==> src/rtl/bvmul_inv_search_ctrl.sv <==
// bvmul_inv_search_ctrl
//   Sequential solver for a*x == b (mod 2^W). A request (a, b) is accepted in
//   IDLE. Pairs that provably have no solution are rejected in one cycle.
//   Otherwise a candidate counter is stepped through one shared W-bit
//   multiplier, and the smallest satisfying x is returned.
//
// Ports
//   clk, rst_n              clock (rising edge), async active-low reset
//   req_valid/req_ready     request handshake; ready only in IDLE
//   req_a, req_b            multiplicand a, target b
//   abort                   synchronous cancel in SEARCH or RESP
//   rsp_valid/rsp_ready     response handshake
//   rsp_x, rsp_found        smallest solution, and whether one exists
//   rsp_cycles              SEARCH cycles spent (0 when rejected up front)
//   busy                    state != IDLE
//   solved_cnt              saturating count of delivered found responses
//   unsolved_cnt            saturating count of delivered not-found responses
module bvmul_inv_search_ctrl #(
  parameter int unsigned W     = 4,
  parameter int unsigned CNT_W = 16
) (
  input  logic             clk,
  input  logic             rst_n,
  input  logic             req_valid,
  output logic             req_ready,
  input  logic [W-1:0]     req_a,
  input  logic [W-1:0]     req_b,
  input  logic             abort,
  output logic             rsp_valid,
  input  logic             rsp_ready,
  output logic [W-1:0]     rsp_x,
  output logic             rsp_found,
  output logic [W:0]       rsp_cycles,
  output logic             busy,
  output logic [CNT_W-1:0] solved_cnt,
  output logic [CNT_W-1:0] unsolved_cnt
);

  typedef enum logic [1:0] {StIdle, StSearch, StResp} state_e;

  state_e           state_q;
  logic [W-1:0]     a_q;
  logic [W-1:0]     b_q;
  logic [W-1:0]     cand_q;
  logic [W:0]       cycles_q;
  logic [W-1:0]     x_q;
  logic             found_q;
  logic [CNT_W-1:0] solved_q;
  logic [CNT_W-1:0] unsolved_q;

  // Trailing-zero count. Returns W for a zero operand; callers screen out zero.
  function automatic int unsigned ctz(input logic [W-1:0] v);
    int unsigned n;
    n = W;
    for (int i = int'(W) - 1; i >= 0; i--) begin
      if (v[i]) n = unsigned'(i);
    end
    return n;
  endfunction

  // a*x can only reach b when a has no more trailing zeros than b
  // (the odd part of a is invertible mod 2^W).
  logic unsolvable;
  assign unsolvable = (req_b != '0) && ((req_a == '0) || (ctz(req_a) > ctz(req_b)));

  // The single shared multiplier, truncated to W bits.
  logic [W-1:0] prod;
  assign prod = a_q * cand_q;

  always_ff @(posedge clk or negedge rst_n) begin
    if (!rst_n) begin
      state_q    <= StIdle;
      a_q        <= '0;
      b_q        <= '0;
      cand_q     <= '0;
      cycles_q   <= '0;
      x_q        <= '0;
      found_q    <= 1'b0;
      solved_q   <= '0;
      unsolved_q <= '0;
    end else begin
      unique case (state_q)
        StIdle: begin
          if (req_valid) begin
            a_q      <= req_a;
            b_q      <= req_b;
            cand_q   <= '0;
            cycles_q <= '0;
            if (unsolvable) begin
              x_q     <= '0;
              found_q <= 1'b0;
              state_q <= StResp;
            end else begin
              state_q <= StSearch;
            end
          end
        end
        StSearch: begin
          if (abort) begin
            state_q <= StIdle;
          end else begin
            cycles_q <= cycles_q + 1'b1;
            if (prod == b_q) begin
              x_q     <= cand_q;
              found_q <= 1'b1;
              state_q <= StResp;
            end else if (cand_q == '1) begin
              // Exhausted; only reachable if the precheck were bypassed.
              x_q     <= '0;
              found_q <= 1'b0;
              state_q <= StResp;
            end else begin
              cand_q <= cand_q + 1'b1;
            end
          end
        end
        StResp: begin
          if (abort) begin
            state_q <= StIdle;
          end else if (rsp_ready) begin
            if (found_q) begin
              if (solved_q != '1) solved_q <= solved_q + 1'b1;
            end else begin
              if (unsolved_q != '1) unsolved_q <= unsolved_q + 1'b1;
            end
            state_q <= StIdle;
          end
        end
        default: state_q <= StIdle;
      endcase
    end
  end

  assign req_ready    = (state_q == StIdle);
  assign busy         = (state_q != StIdle);
  assign rsp_valid    = (state_q == StResp);
  assign rsp_x        = x_q;
  assign rsp_found    = found_q;
  assign rsp_cycles   = cycles_q;
  assign solved_cnt   = solved_q;
  assign unsolved_cnt = unsolved_q;

endmodule
==> config.mk <==
export PLATFORM = sky130hd
export DESIGN_NAME = bvmul_inv_search_ctrl
export DESIGN_NICKNAME = d
export VERILOG_FILES = /design/src/rtl/bvmul_inv_search_ctrl.sv
export SDC_FILE = /design/constraint.sdc
export NUM_CORES = 1
export LEC_CHECK = 0
export ABC_AREA = 1
export BUFFER_PORTS_ARGS = -buffer_cell sky130_fd_sc_hd__buf_2
export CAP_MARGIN = 20
export CORE_ASPECT_RATIO = 1.1
export CORE_MARGIN = 2
export CORE_UTILIZATION = 39
export CTS_CLUSTER_DIAMETER = 150
export DETAILED_ROUTE_END_ITERATION = 7
export GPL_TIMING_DRIVEN = 0
export PLACE_DENSITY_LB_ADDON = 0.15
export SLEW_MARGIN = 20
export SYNTH_ARGS = -nofsm -noshare
export SYNTH_HDL_FRONTEND = slang
export SYNTH_SLANG_ARGS = --single-unit
==> constraint.sdc <==
create_clock -name clk -period 4.08 [get_ports clk]
set_input_delay 0.408 -clock clk [delete_from_list [all_inputs] [get_ports clk]]
set_output_delay 0.408 -clock clk [all_outputs]
set_load 0.01 [all_outputs]
Yosys cells after proc, flatten, opt, wreduce, memory -nomap -nowiden --
Cells that the tools add are included.
Storage, ports and cells: input bits 13, word-level logic and storage cells 81, output and inout bits 45, flip-flop bits (word level) 56
Operators by class: multiplexer cells 36, add/sub/neg operators 4, $lt $le $gt $ge 1, multiply operators 1, eq/ne operators 14, bitwise operators 2, reduce and logical (&&, ||, !) cells 14
Operators with widths (count):
- 32-bit two-way mux | 5
- 4-bit two-way mux | 9
- 16-bit by 1-bit adder with 16-bit output, second input constant | 2
- 32-bit greater-than comparator | 1
- 16-bit inequality test, second input constant | 2
- 5-bit AND reduction | 4
- 4-bit case mux with 2 select lines | 2
- 2-bit two-way mux | 7
- 5-bit two-way mux | 2
- 5-bit case mux with 2 select lines | 1
- 3-bit two-way mux | 3
- 2-bit inequality test, second input constant | 4
- 2-bit case mux with 3 select lines | 1
- 3-bit AND reduction | 2
- 5-bit by 1-bit adder with 5-bit output, second input constant | 1
- 1-bit two-way mux | 5
- 4-bit by 1-bit adder with 4-bit output, second input constant | 1
- 4-bit equality test | 1
- 4-bit equality test, second input constant | 1
- 4-bit zero test | 1
- 4-bit by 4-bit multiplier with 4-bit output | 1
- 4-bit inequality test, second input constant | 1
- 2-bit nonzero test | 2
- 4-bit nonzero test | 1
- 11 further kinds | 12

Depth between registers and ports, before layout --
depth after elaboration 10, mapped depth 19, depth with buffers taken out 18

Worst setup path before layout --
OpenSTA, ideal clock, no wires.
path type register to register, from register cand_q[2], to register found_q, in the netlist rsp_found, arrival 2186 ps, period minus slack after synthesis 2302 ps, required time 3963 ps, buffers on the path 1, path slack 1778 ps, stages on the path, launching flop included 14, setup time 117 ps, path through dfrtp_1 > buf_2 > nand2_1 > inv_1 > ha_1 > ha_1 > ha_1 > xor2_1 > nor3_2 > nand2_4 > nand3_2 > nand2_2 > nand2_1 > nand2_1
Between the ends: cells in the longest elaborated chain, start to end 5, elaborated cells between the ends (all ways) 8, those cells by class mul (1); eq/ne (3); mux (3); reduce/logical (1)
Ends and longest elaborated chain:
- start: declaration | line 44 | logic [W-1:0] cand_q;
- start signal: assignment | line 113 | cand_q <= cand_q + 1'b1;
- 4-bit by 4-bit multiplier with 4-bit output | line 68 | assign prod = a_q * cand_q;
- 4-bit equality test | line 103 | if (prod == b_q) begin
- 1-bit two-way mux | line 103
- 1-bit two-way mux | line 99 | if (abort) begin
- 1-bit case mux with 2 select lines | line 82 | unique case (state_q)
- end signal: assignment | line 91 | found_q <= 1'b0;
- end signal: assignment | line 105 | found_q <= 1'b1;
- end signal: assignment | line 110 | found_q <= 1'b0;
- end: declaration | line 47 | logic found_q;
Several ways; a longest one is shown, not always the timed one. The select of a mux whose other input is x is not followed. A chain may end at the register's enable or synchronous reset.

Worst setup path after layout --
from register cand_q[2], to register x_q[3], in the netlist rsp_x[3]
Between the ends: cells in the longest elaborated chain, start to end 5, elaborated cells between the ends (all ways) 8, those cells by class mul (1); eq/ne (3); mux (3); reduce/logical (1)
Ends and longest elaborated chain:
- 4-bit by 4-bit multiplier with 4-bit output | line 68
- 4-bit equality test | line 103
- 4-bit two-way mux | line 103
- 4-bit two-way mux | line 99
- 4-bit case mux with 2 select lines | line 82
- end signal: assignment | line 104 | x_q <= cand_q;
- end: declaration | line 46 | logic [W-1:0] x_q;
Several ways; a longest one is shown, not always the timed one. The select of a mux whose other input is x is not followed.

==> key figures <==
GRT
  • Gr usage total: 15.2%
  • Initial antenna violation count: 0
  • Vias in the first global route: 2660
  • Total gr overflow: 0
  • Pin count of the biggest net entering global routing: 57
  • Global-route wire length before repair: 11700 um

STA
  • Slew @ Worst Pin: 0.708 ns
  • Setup ws final: 1.60 ns
  • Clock skew: 0.0112 ns
  • Slew HR: 52.8%
  • Fin. Hold Viols: 0
  • Final max-slew violation count: 0
  • Fmax: 0.404 GHz
  • Sum Neg Setup Slack: 0 ns
  • Setup violators final: 0
  • Period utilization: 60.7%
  • Tmin final: 2.48 ns
  • RSZ-0062 raised after global routing: false

Floorplan
  • Die Span X: 92.8 um
  • Die area: 0.00944 mm^2
  • Row Count: 35
  • Initial Util: 40.3%
  • I/O pins: 58
  • CORE AREA: 0.00841 mm^2
  • Die height: 102 um

CTS
  • Clock latency on the worst-skew pair: 0.31 ns
  • # H-tree levels: 2
  • Post-CTS resize count: 0
  • Reg clk slew, reported paths: 0.10 ns
  • CTS tree: done
  • CTS Buf Count: 5
  • Root Driver: clkbuf_8
  • Worst-case clock buffer depth: 2
  • Post-CTS Hold Fix Bufs: 0
  • Clock sink total: 56
  • Setup Fix Bufs, Post-CTS: 0

Finish
  • Layout fillers: 880
  • Layout cells sized above 1: 22.9%
  • Diodes inserted: 0
  • Design Area, Final: 0.00389 mm^2
  • Syn-to-layout area delta: 15.0%
  • Nets@finish: 501

Detailed routing
  • Final WL: 6670 um
  • Pre-Repair DR Iteration Count: 4
  • Antenna viol nets, final: 0
  • DR iter-0 viols: 60
  • Detailed-route DRC error count: 0
  • Routed WL per cell: 11.3 um
  • Vias/cell: 4.71
  • Via count: 2769

Worst setup path
  • Crit start category: register
  • Crit path DAT: 2.68 ns
  • Worst EP required: 4.29 ns
  • Critical path startpoint: cand_q[2]
  • Worst r2r path cells: 13
  • RR Endpoint: rsp_x[3]
  • Critical path class: reg -> reg
  • FF-to-FF Start: cand_q[2]
  • Reg2reg setup slack: 1.60 ns
  • Crit-path max FO: 9
  • Critical Path End Type: register
  • Crit path capture: rsp_x[3]

Placed design
  • DP Area: 0.00381 mm^2
  • Dpl ws: 1.62 ns
  • Number of port buffers: 57
  • Detail Placement HPWL: 5190 um
  • GPL Wtd Cong: 0.792

Power
  • Max IR drop VDD: 0.264 mV
  • Pleak: 0.00204 uW
  • PwrDens: 460 mW/mm^2

Synthesis
  • Synth area leaders: dfrtp_1, nand2_1, xor2_1
  • Syn avg cell area: 8.19 um^2
  • Register area share after synthesis: 41.4%
  • Synth top area share: 41.4%
  • Predominant post-synthesis flop cell: dfrtp_1
  • Syn Nets: 437
  • Top-count cell post-synth: nand2_1
  • Asr flop ratio synth: 100%
  • Post-Syn Instances: 413
  • Flip-flop and latch count after synthesis: 56
  • Leading cell types by count after synthesis: nand2_1, dfrtp_1, inv_1
  • EDFF count, synth: 0
  • Distinct cell type count after synthesis: 35
  • Post-synth top area cell: dfrtp_1
  • Synth Cell Area: 0.00338 mm^2
  • Synthesis Warnings: 0

Flow run
  • Max_cap viols: 0

Min path
  • Hold/Removal Path Class: in -> async

Status
  • Status: completed
[power by group]
group          internal [uW]  total, uW  switching (uW)
Sequential               679        812             133
Combinational            253        680             428
Clock                    117        296             179
[area by class of cell]
type / instances / area [um^2] / share of cell area [%]
Timing Repair Buffer: 57 / 288 / 7.39
Clock buffer: 5 / 68.8 / 1.77
Buffer: 6 / 43.8 / 1.13
Inverter: 53 / 204 / 5.24
Sequential cell: 56 / 1400 / 36.0
Multi-Input combinational cell: 298 / 1740 / 44.6
Clock inverter: 2 / 12.5 / 0.321
Tap cell: 111 / 139 / 3.57
[cells by family (layout without fill, tap and decap cells)]
family | after synthesis | in the layout | synth area share, %
buffers and inverters | 59 | 123 | 7.32
adders and majority gates | 11 | 11 | 4.07
and+or+nand+nor | 222 | 222 | 33.2
DFF | 56 | 56 | 41.4
AOI/OAI and AO/OA | 31 | 31 | 4.95
xor gates and xnor gates | 34 | 34 | 9.02
[flip-flops by register name (all words and copies together), names as in the netlist]
| signal | flops |
|---|---|
| a_q | 4 |
| b_q | 4 |
| cand_q | 4 |
| rsp_cycles | 5 |
| rsp_found | 1 |
| rsp_x | 4 |
| solved_cnt | 16 |
| state_q | 2 |
| unsolved_cnt | 16 |
[routing by layer]
metal | track usage (%) | part of all wire (%) | vias to the layer above
li1 | - | - | 1443
met1 | 19.4 | 46 | 1271
met2 | 26.6 | 49 | 49
met3 | 2.83 | 3.7 | 6
met4 | 4.07 | 1.2 | 0
met5 | 0 | 0 | -
[stage by stage]
stage                     hold WS (ns)  utilization [%]  power (uW)  cells
after global placement           0.455             45.3        1510    581
after global routing             0.204             46.3        1950    588
after floorplan                  0.112                -        1300    413
after CTS                        0.166             46.3        1820    588
after detailed placement         0.463             45.3        1520    581
final                            0.141             46.3        1790    588
[cells in the final DEF (no fill, tap or decap), drive strengths merged]
cell / count
a21oi: 5
dfrtp: 56
inv: 53
clkinvlp: 1
and3b: 1
nand2: 121
o21ai: 25
or2: 1
nor2: 32
nand3b: 1
nor3: 20
clkbuf: 6
xor2: 25
nor4: 2
clkinv: 1
nand4: 6
nand3: 38
xnor2: 9
ha: 11
buf: 62
a31oi: 1
[worst min-delay path by stage]
stage                                  to  startpoint
after floorplan                    a_q[0]       rst_n
after global placement           rsp_x[1]    rsp_x[1]
after detailed placement         rsp_x[0]    rsp_x[0]
after CTS                 unsolved_cnt[6]       rst_n
after global routing      unsolved_cnt[6]       rst_n
final                     unsolved_cnt[6]       rst_n
[critical path: stages (launching register included)]
cell     delay (ns)
dfrtp_1        0.36
buf_2          0.17
nand2_1        0.07
inv_1          0.05
ha_1           0.30
ha_1           0.29
ha_1           0.30
xor2_1         0.17
nor3_2         0.25
nand2_4        0.12
nand3_2        0.08
nand2_2        0.10
nand2_1        0.08
nand2_1        0.04
Note: power is estimated with default switching activity, not from simulation.
